**config.mk**
```make
export PLATFORM = sky130hd
export DESIGN_NAME = keypad_scan_input
export DESIGN_NICKNAME = d
export VERILOG_FILES = /design/src/rtl/keypad_scan_input.sv
export SDC_FILE = /design/constraint.sdc
export NUM_CORES = 1
export LEC_CHECK = 0
export BUFFER_PORTS_ARGS = -buffer_cell sky130_fd_sc_hd__buf_2
export CAP_MARGIN = 20
export CELL_PAD_IN_SITES_DETAIL_PLACEMENT = 0
export CELL_PAD_IN_SITES_GLOBAL_PLACEMENT = 1
export CORE_MARGIN = 1
export CORE_UTILIZATION = 40
export DETAILED_ROUTE_END_ITERATION = 8
export PLACE_DENSITY_LB_ADDON = 0.25
export SKIP_CTS_REPAIR_TIMING = 1
export SLEW_MARGIN = 20
export SYNTH_ARGS = -nofsm -noshare
export SYNTH_HDL_FRONTEND = slang
export SYNTH_SLANG_ARGS = --single-unit
```
**constraint.sdc**
```tcl
create_clock -name clk -period 5.7 [get_ports clk]
set_input_delay 0.855 -clock clk [delete_from_list [all_inputs] [get_ports clk]]
set_output_delay 0.855 -clock clk [all_outputs]
set_load 0.01 [all_outputs]
```
**src/rtl/keypad_scan_input.sv**
```systemverilog
// keypad_scan_input: scanned 4x4 active-low keypad reader with debounce, valid/ack key
// delivery, overrun flag and a 32-bit shift register of entered hex digits.
// Optional KEY_AUTOREPEAT_EN: re-issue the held key every REPEAT_SCANS full scans.
module keypad_scan_input #(
    parameter int SCAN_INTERVAL  = 5000,
    parameter int DEBOUNCE_SCANS = 4,
    parameter int REPEAT_SCANS   = 64
) (
    input  logic        clk,
    input  logic        rst_n,
    output logic [0:3]  col,
    input  logic [0:3]  row,
    input  logic        key_ack,
    input  logic        clear,
    output logic [3:0]  key_code,
    output logic        key_valid,
    output logic        overrun,
    output logic [31:0] number
);
    localparam int SW = $clog2(SCAN_INTERVAL);
    localparam int CW = $clog2(DEBOUNCE_SCANS + 1);

    typedef enum logic [1:0] {IDLE, DEBOUNCE, HELD, RELEASE} state_t;

    logic          run_q, run_d;
    logic [SW-1:0] slot_q, slot_d;
    logic [1:0]    col_idx_q, col_idx_d;
    logic [15:0]   snap_q, snap_d;
    state_t        st_q, st_d;
    logic [CW-1:0] cnt_q, cnt_d;
    logic [15:0]   cand_q, cand_d;
    logic          event_q, event_d;
    logic [3:0]    ev_code_q, ev_code_d;
    logic [3:0]    key_code_q, key_code_d;
    logic          key_valid_q, key_valid_d;
    logic          overrun_q, overrun_d;
    logic [31:0]   number_q, number_d;
    logic          sample, scan_done, none, single, deb_ev, rep_fire, free;
    logic [15:0]   zeros, code_src;
    logic [3:0]    pos;

    // Column sequencer; each column's rows land in the snapshot on the slot's last cycle
    always_comb begin
        run_d     = 1'b1;
        sample    = run_q && slot_q == SW'(SCAN_INTERVAL - 1);
        slot_d    = (!run_q || sample) ? '0 : slot_q + SW'(1);
        col_idx_d = sample ? col_idx_q + 2'd1 : col_idx_q;
        scan_done = sample && col_idx_q == 2'd3;
        snap_d    = snap_q;
        for (int r = 0; r < 4; r++)
            if (sample) snap_d[{col_idx_q, 2'(r)}] = row[r];
        col = 4'b1111;
        if (run_q) col[col_idx_q] = 1'b0;
    end

    // Snapshot classification and the key code of the single zero bit (index 4*col+row)
    always_comb begin
        zeros    = ~snap_d;
        none     = zeros == 16'h0;
        single   = !none && (zeros & (zeros - 16'd1)) == 16'h0;
        code_src = (st_q == HELD) ? cand_q : snap_d;
        pos      = 4'h0;
        for (int i = 0; i < 16; i++)
            if (!code_src[i]) pos = 4'(i);
        ev_code_d = {pos[1:0], pos[3:2]};
    end

    // Debounce FSM next state, evaluated only on the scan-done strobe
    always_comb begin
        st_d   = st_q;
        cnt_d  = cnt_q;
        cand_d = cand_q;
        if (scan_done) begin
            case (st_q)
                IDLE: if (single) begin
                    cand_d = snap_d;
                    cnt_d  = CW'(1);
                    st_d   = (DEBOUNCE_SCANS == 1) ? HELD : DEBOUNCE;
                end
                DEBOUNCE: begin
                    cnt_d = cnt_q + CW'(1);
                    st_d  = (snap_d != cand_q) ? IDLE : (cnt_d == CW'(DEBOUNCE_SCANS)) ? HELD : DEBOUNCE;
                end
                HELD: if (none) begin
                    cnt_d = CW'(1);
                    st_d  = (DEBOUNCE_SCANS == 1) ? IDLE : RELEASE;
                end
                RELEASE: begin
                    cnt_d = cnt_q + CW'(1);
                    st_d  = !none ? HELD : (cnt_d == CW'(DEBOUNCE_SCANS)) ? IDLE : RELEASE;
                end
                default: st_d = IDLE;
            endcase
        end
    end

`ifdef KEY_AUTOREPEAT_EN
    localparam int RW = $clog2(REPEAT_SCANS + 1);
    logic [RW-1:0] rep_q, rep_d;

    // Repeat counter runs only while the key stays held; wraps when it fires
    always_comb begin
        rep_d    = '0;
        rep_fire = 1'b0;
        if (st_q == HELD && st_d == HELD) begin
            rep_fire = scan_done && rep_q == RW'(REPEAT_SCANS - 1);
            rep_d    = rep_fire ? '0 : rep_q + RW'(scan_done);
        end
    end

    // Repeat counter register
    always_ff @(posedge clk) begin
        if (!rst_n) rep_q <= '0;
        else        rep_q <= rep_d;
    end
`else
    assign rep_fire = 1'b0;
`endif

    // FSM output: key event when debounce completes (or a repeat fires)
    always_comb begin
        deb_ev = scan_done && ((st_q == IDLE && single && DEBOUNCE_SCANS == 1) ||
                 (st_q == DEBOUNCE && snap_d == cand_q && cnt_q + CW'(1) == CW'(DEBOUNCE_SCANS)));
        event_d = deb_ev || rep_fire;
    end

    // Key delivery: an ack in the same cycle frees the slot for the incoming event
    always_comb begin
        free        = !key_valid_q || key_ack;
        key_code_d  = (event_q && free) ? ev_code_q : key_code_q;
        key_valid_d = event_q || (key_valid_q && !key_ack);
        overrun_d   = overrun_q || (event_q && !free);
        number_d    = clear ? 32'h0 : (event_q && free) ? {number_q[27:0], ev_code_q} : number_q;
    end

    // State registers
    always_ff @(posedge clk) begin
        if (!rst_n) begin
            run_q       <= 1'b0;
            slot_q      <= '0;
            col_idx_q   <= 2'd0;
            snap_q      <= 16'h0;
            st_q        <= IDLE;
            cnt_q       <= '0;
            cand_q      <= 16'h0;
            event_q     <= 1'b0;
            ev_code_q   <= 4'h0;
            key_code_q  <= 4'h0;
            key_valid_q <= 1'b0;
            overrun_q   <= 1'b0;
            number_q    <= 32'h0;
        end else begin
            run_q       <= run_d;
            slot_q      <= slot_d;
            col_idx_q   <= col_idx_d;
            snap_q      <= snap_d;
            st_q        <= st_d;
            cnt_q       <= cnt_d;
            cand_q      <= cand_d;
            event_q     <= event_d;
            ev_code_q   <= ev_code_d;
            key_code_q  <= key_code_d;
            key_valid_q <= key_valid_d;
            overrun_q   <= overrun_d;
            number_q    <= number_d;
        end
    end

    assign key_code  = key_code_q;
    assign key_valid = key_valid_q;
    assign overrun   = overrun_q;
    assign number    = number_q;
endmodule

```
==> flow_metrics.env <==
export IMPL_status="finished, final reports clean"
export IMPL_area_delta_synth_final_pct=13.4
export IMPL_grt_overflow_total=0
export IMPL_cts_buffer_depth=2
export IMPL_synth_seq_cells=96
export IMPL_drv_slew=0
export IMPL_pin_count=50
export IMPL_power_mw=1.33
export IMPL_final_cell_mix="107 x nand2_1, 96 x dfxtp_1, 61 x a21oi_1"
export IMPL_end_kind="flop"
export IMPL_yosysSeqAreaShare=0.408
export IMPL_htree_levels=3
export IMPL_start_util=0.411
export IMPL_num_vias=4111
export IMPL_drt_pass1_iterations=4
export IMPL_fin_skew_ps=5.86
export IMPL_synth_area_leaders="dfxtp_1 41%, nand2_1 8.5%, a21oi_1 6.5%"
export IMPL_antenna_found_initial=0
export IMPL_fin_tns_setup_ps=0
export IMPL_coreArea_um2=11500
export IMPL_cts_tree="yes"
export IMPL_ys_types=51
export IMPL_ctsRootBufferMaster="clkbuf_16"
export IMPL_final_common_cell="nand2_1"
export IMPL_period_share=0.768
export IMPL_total_leakage_power_nw=2.00
export IMPL_rsz0062_at_grt="false"
export IMPL_synth_avg_cell_area_um2=8.11
export IMPL_cp_slowest_cell="or4_1"
export IMPL_cpPeakStageDelay_ps=820
export IMPL_synth_top_area_cell="dfxtp_1"
export IMPL_dpl_hpwl_um=7990
export IMPL_max_vdd_ir_drop_mv=0.157
export IMPL_port_buffers=49
export IMPL_finalHoldViolCount=0
export IMPL_synthFlopType="dfxtp_1"
export IMPL_nets=627
export IMPL_syn_inst=581
export IMPL_clkTransAtPathRegs_ps=70
export IMPL_ys_async_sr_fraction=0
export IMPL_layout_min_cycle_time_ps=4380
export IMPL_avgRoutedWirePerCell_um=15.0
export IMPL_clk_latency_ps=350
export IMPL_syn_cell_area_um2=4710
export IMPL_cp_required_ps=5920
export IMPL_grt_use_total=0.188
export IMPL_fillCellCount=1162
export IMPL_routed_wl_um=11400
export IMPL_first_iter_violations=296
export IMPL_relSlewSlack=0.398
export IMPL_via_per_inst=5.42
export IMPL_grt_pass1_vias=3633
export IMPL_cts_sinks=96
export IMPL_drive_gt1_frac=0.156
export IMPL_synth_edf_count=0
export IMPL_rows=39
export IMPL_die_width_um=111
export IMPL_crit_arrival_ps=4600
export IMPL_drc_errors=0
export IMPL_die_h_um=111
export IMPL_ys_warn_count=0
export IMPL_cts_made_buffers=9
export IMPL_startpoint_type="flop"
export IMPL_cp_cell_sequence="or4_1, or4_1, mux2i_2, nor4_2, nand3_1, o21ai_1, nand4_2, buf_4, nand3_1, o31ai_2"
export IMPL_postRouteAntennaNets=0
export IMPL_worst_r2r_setup_slack_ps=1320
export IMPL_diodes=0
export IMPL_cp_max_fo=24
export IMPL_maxCapViolCount=0
export IMPL_dieArea_um2=12200
export IMPL_place_gp_congestion=0.820
export IMPL_setup_viol=0
export IMPL_final_core_util=0.466
export IMPL_yosysTopAreaCellShare=0.408
export IMPL_grt_pass1_wl_um=18500
export IMPL_hp_class="reg2reg"
export IMPL_critPathKind="reg2reg"
export IMPL_worst_slew_pin_slew_ps=881
export IMPL_power_density_nw_per_um2=248
export IMPL_synth_nets=596
export IMPL_grt_max_degree=43
export IMPL_max_freq_mhz=228
==> cell usage after synthesis (all sizes together) (6+ instances only) <==
library cell and count:
clkbuf 25, inv 12, xor2 8, nand3 34, xnor2 16, nor2 48, nor2b 6, nand2b 12
nor4 11, o21ai 28, o31ai 11, nand4 10, mux2i 19, a21oi 61, dfxtp 96, and3 10
buf 10, ha 7, nand2 107
==> flip-flops by register name, indices dropped and copies added (netlist names) <==
| register | cells |
|---|---|
| run_q | 1 |
| key_valid | 1 |
| ev_code_q | 4 |
| number | 32 |
| cnt_q | 3 |
| event_q | 1 |
| overrun | 1 |
| slot_q | 13 |
| key_code | 4 |
| st_q | 2 |
| snap_q | 16 |
| cand_q | 16 |
| col_idx_q | 2 |
==> critical path, delay by kind of cell, from the launching register on <==
kind	cells	cell delay (ps)
AOI/OAI and AO/OA	2	310
buffers and inverters	1	410
DFF	1	340
muxes	1	320
and+or+nand+nor	6	2860
==> layer usage <==
metal	track usage	share of wire	vias up	wire length (um)
li1	-	-	2076	-
met1	0.245	0.48	1952	5460
met2	0.312	0.47	70	5360
met3	0.0318	0.031	13	355
met4	0.0667	0.016	0	184
met5	0	0	-	0
==> cell families after synthesis <==
kind of cell,share of synthesized area
and+or+nand+nor,0.267
AOI/OAI and AO/OA,0.161
DFF,0.408
buffers and inverters,0.0401
xor gates and xnor gates,0.0446
muxes,0.0547
adders and majority gates,0.0252
==> power by group <==
group / leakage [nW] / switching (mW) / internal, mW
sequential: 0.775 / 0.00248 / 0.673
clock: 0.146 / 0.266 / 0.354
combinational: 1.08 / 0.0233 / 0.00612
==> stage by stage <==
stage | instances | hold WS [ps] | cell area (um^2) | worst slack [ps]
floorplan | 581 | 437 | 4710 | 2340
global placement | 744 | 440 | 5040 | 1430
detailed placement | 744 | 445 | 5040 | 1290
CTS | 759 | 454 | 5340 | 1280
global route | 759 | 483 | 5340 | 963
finish | 759 | 452 | 5340 | 1320
==> path summary, 6_finish.rpt <==
check	cells past startpoint	startpoint	to
worst max-delay path	10	slot_q[5]	cand_q[11]
worst min-delay path	2	key_code[3]	key_code[3]
worst max register to register	10	slot_q[5]	cand_q[11]
worst min register to register	2	key_code[3]	key_code[3]
==> area by class of cell <==
| cell class | count | area (um^2) | area share |
|---|---|---|---|
| clock buffer | 10 | 239 | 0.0447 |
| clock inverter | 5 | 63.8 | 0.0119 |
| inverter | 12 | 45.0 | 0.00843 |
| multi-input combinational | 438 | 2610 | 0.487 |
| sequential | 96 | 1920 | 0.360 |
| tap | 143 | 179 | 0.0335 |
| timing repair buffer | 55 | 290 | 0.0543 |
(Power assumes the default switching activity.)
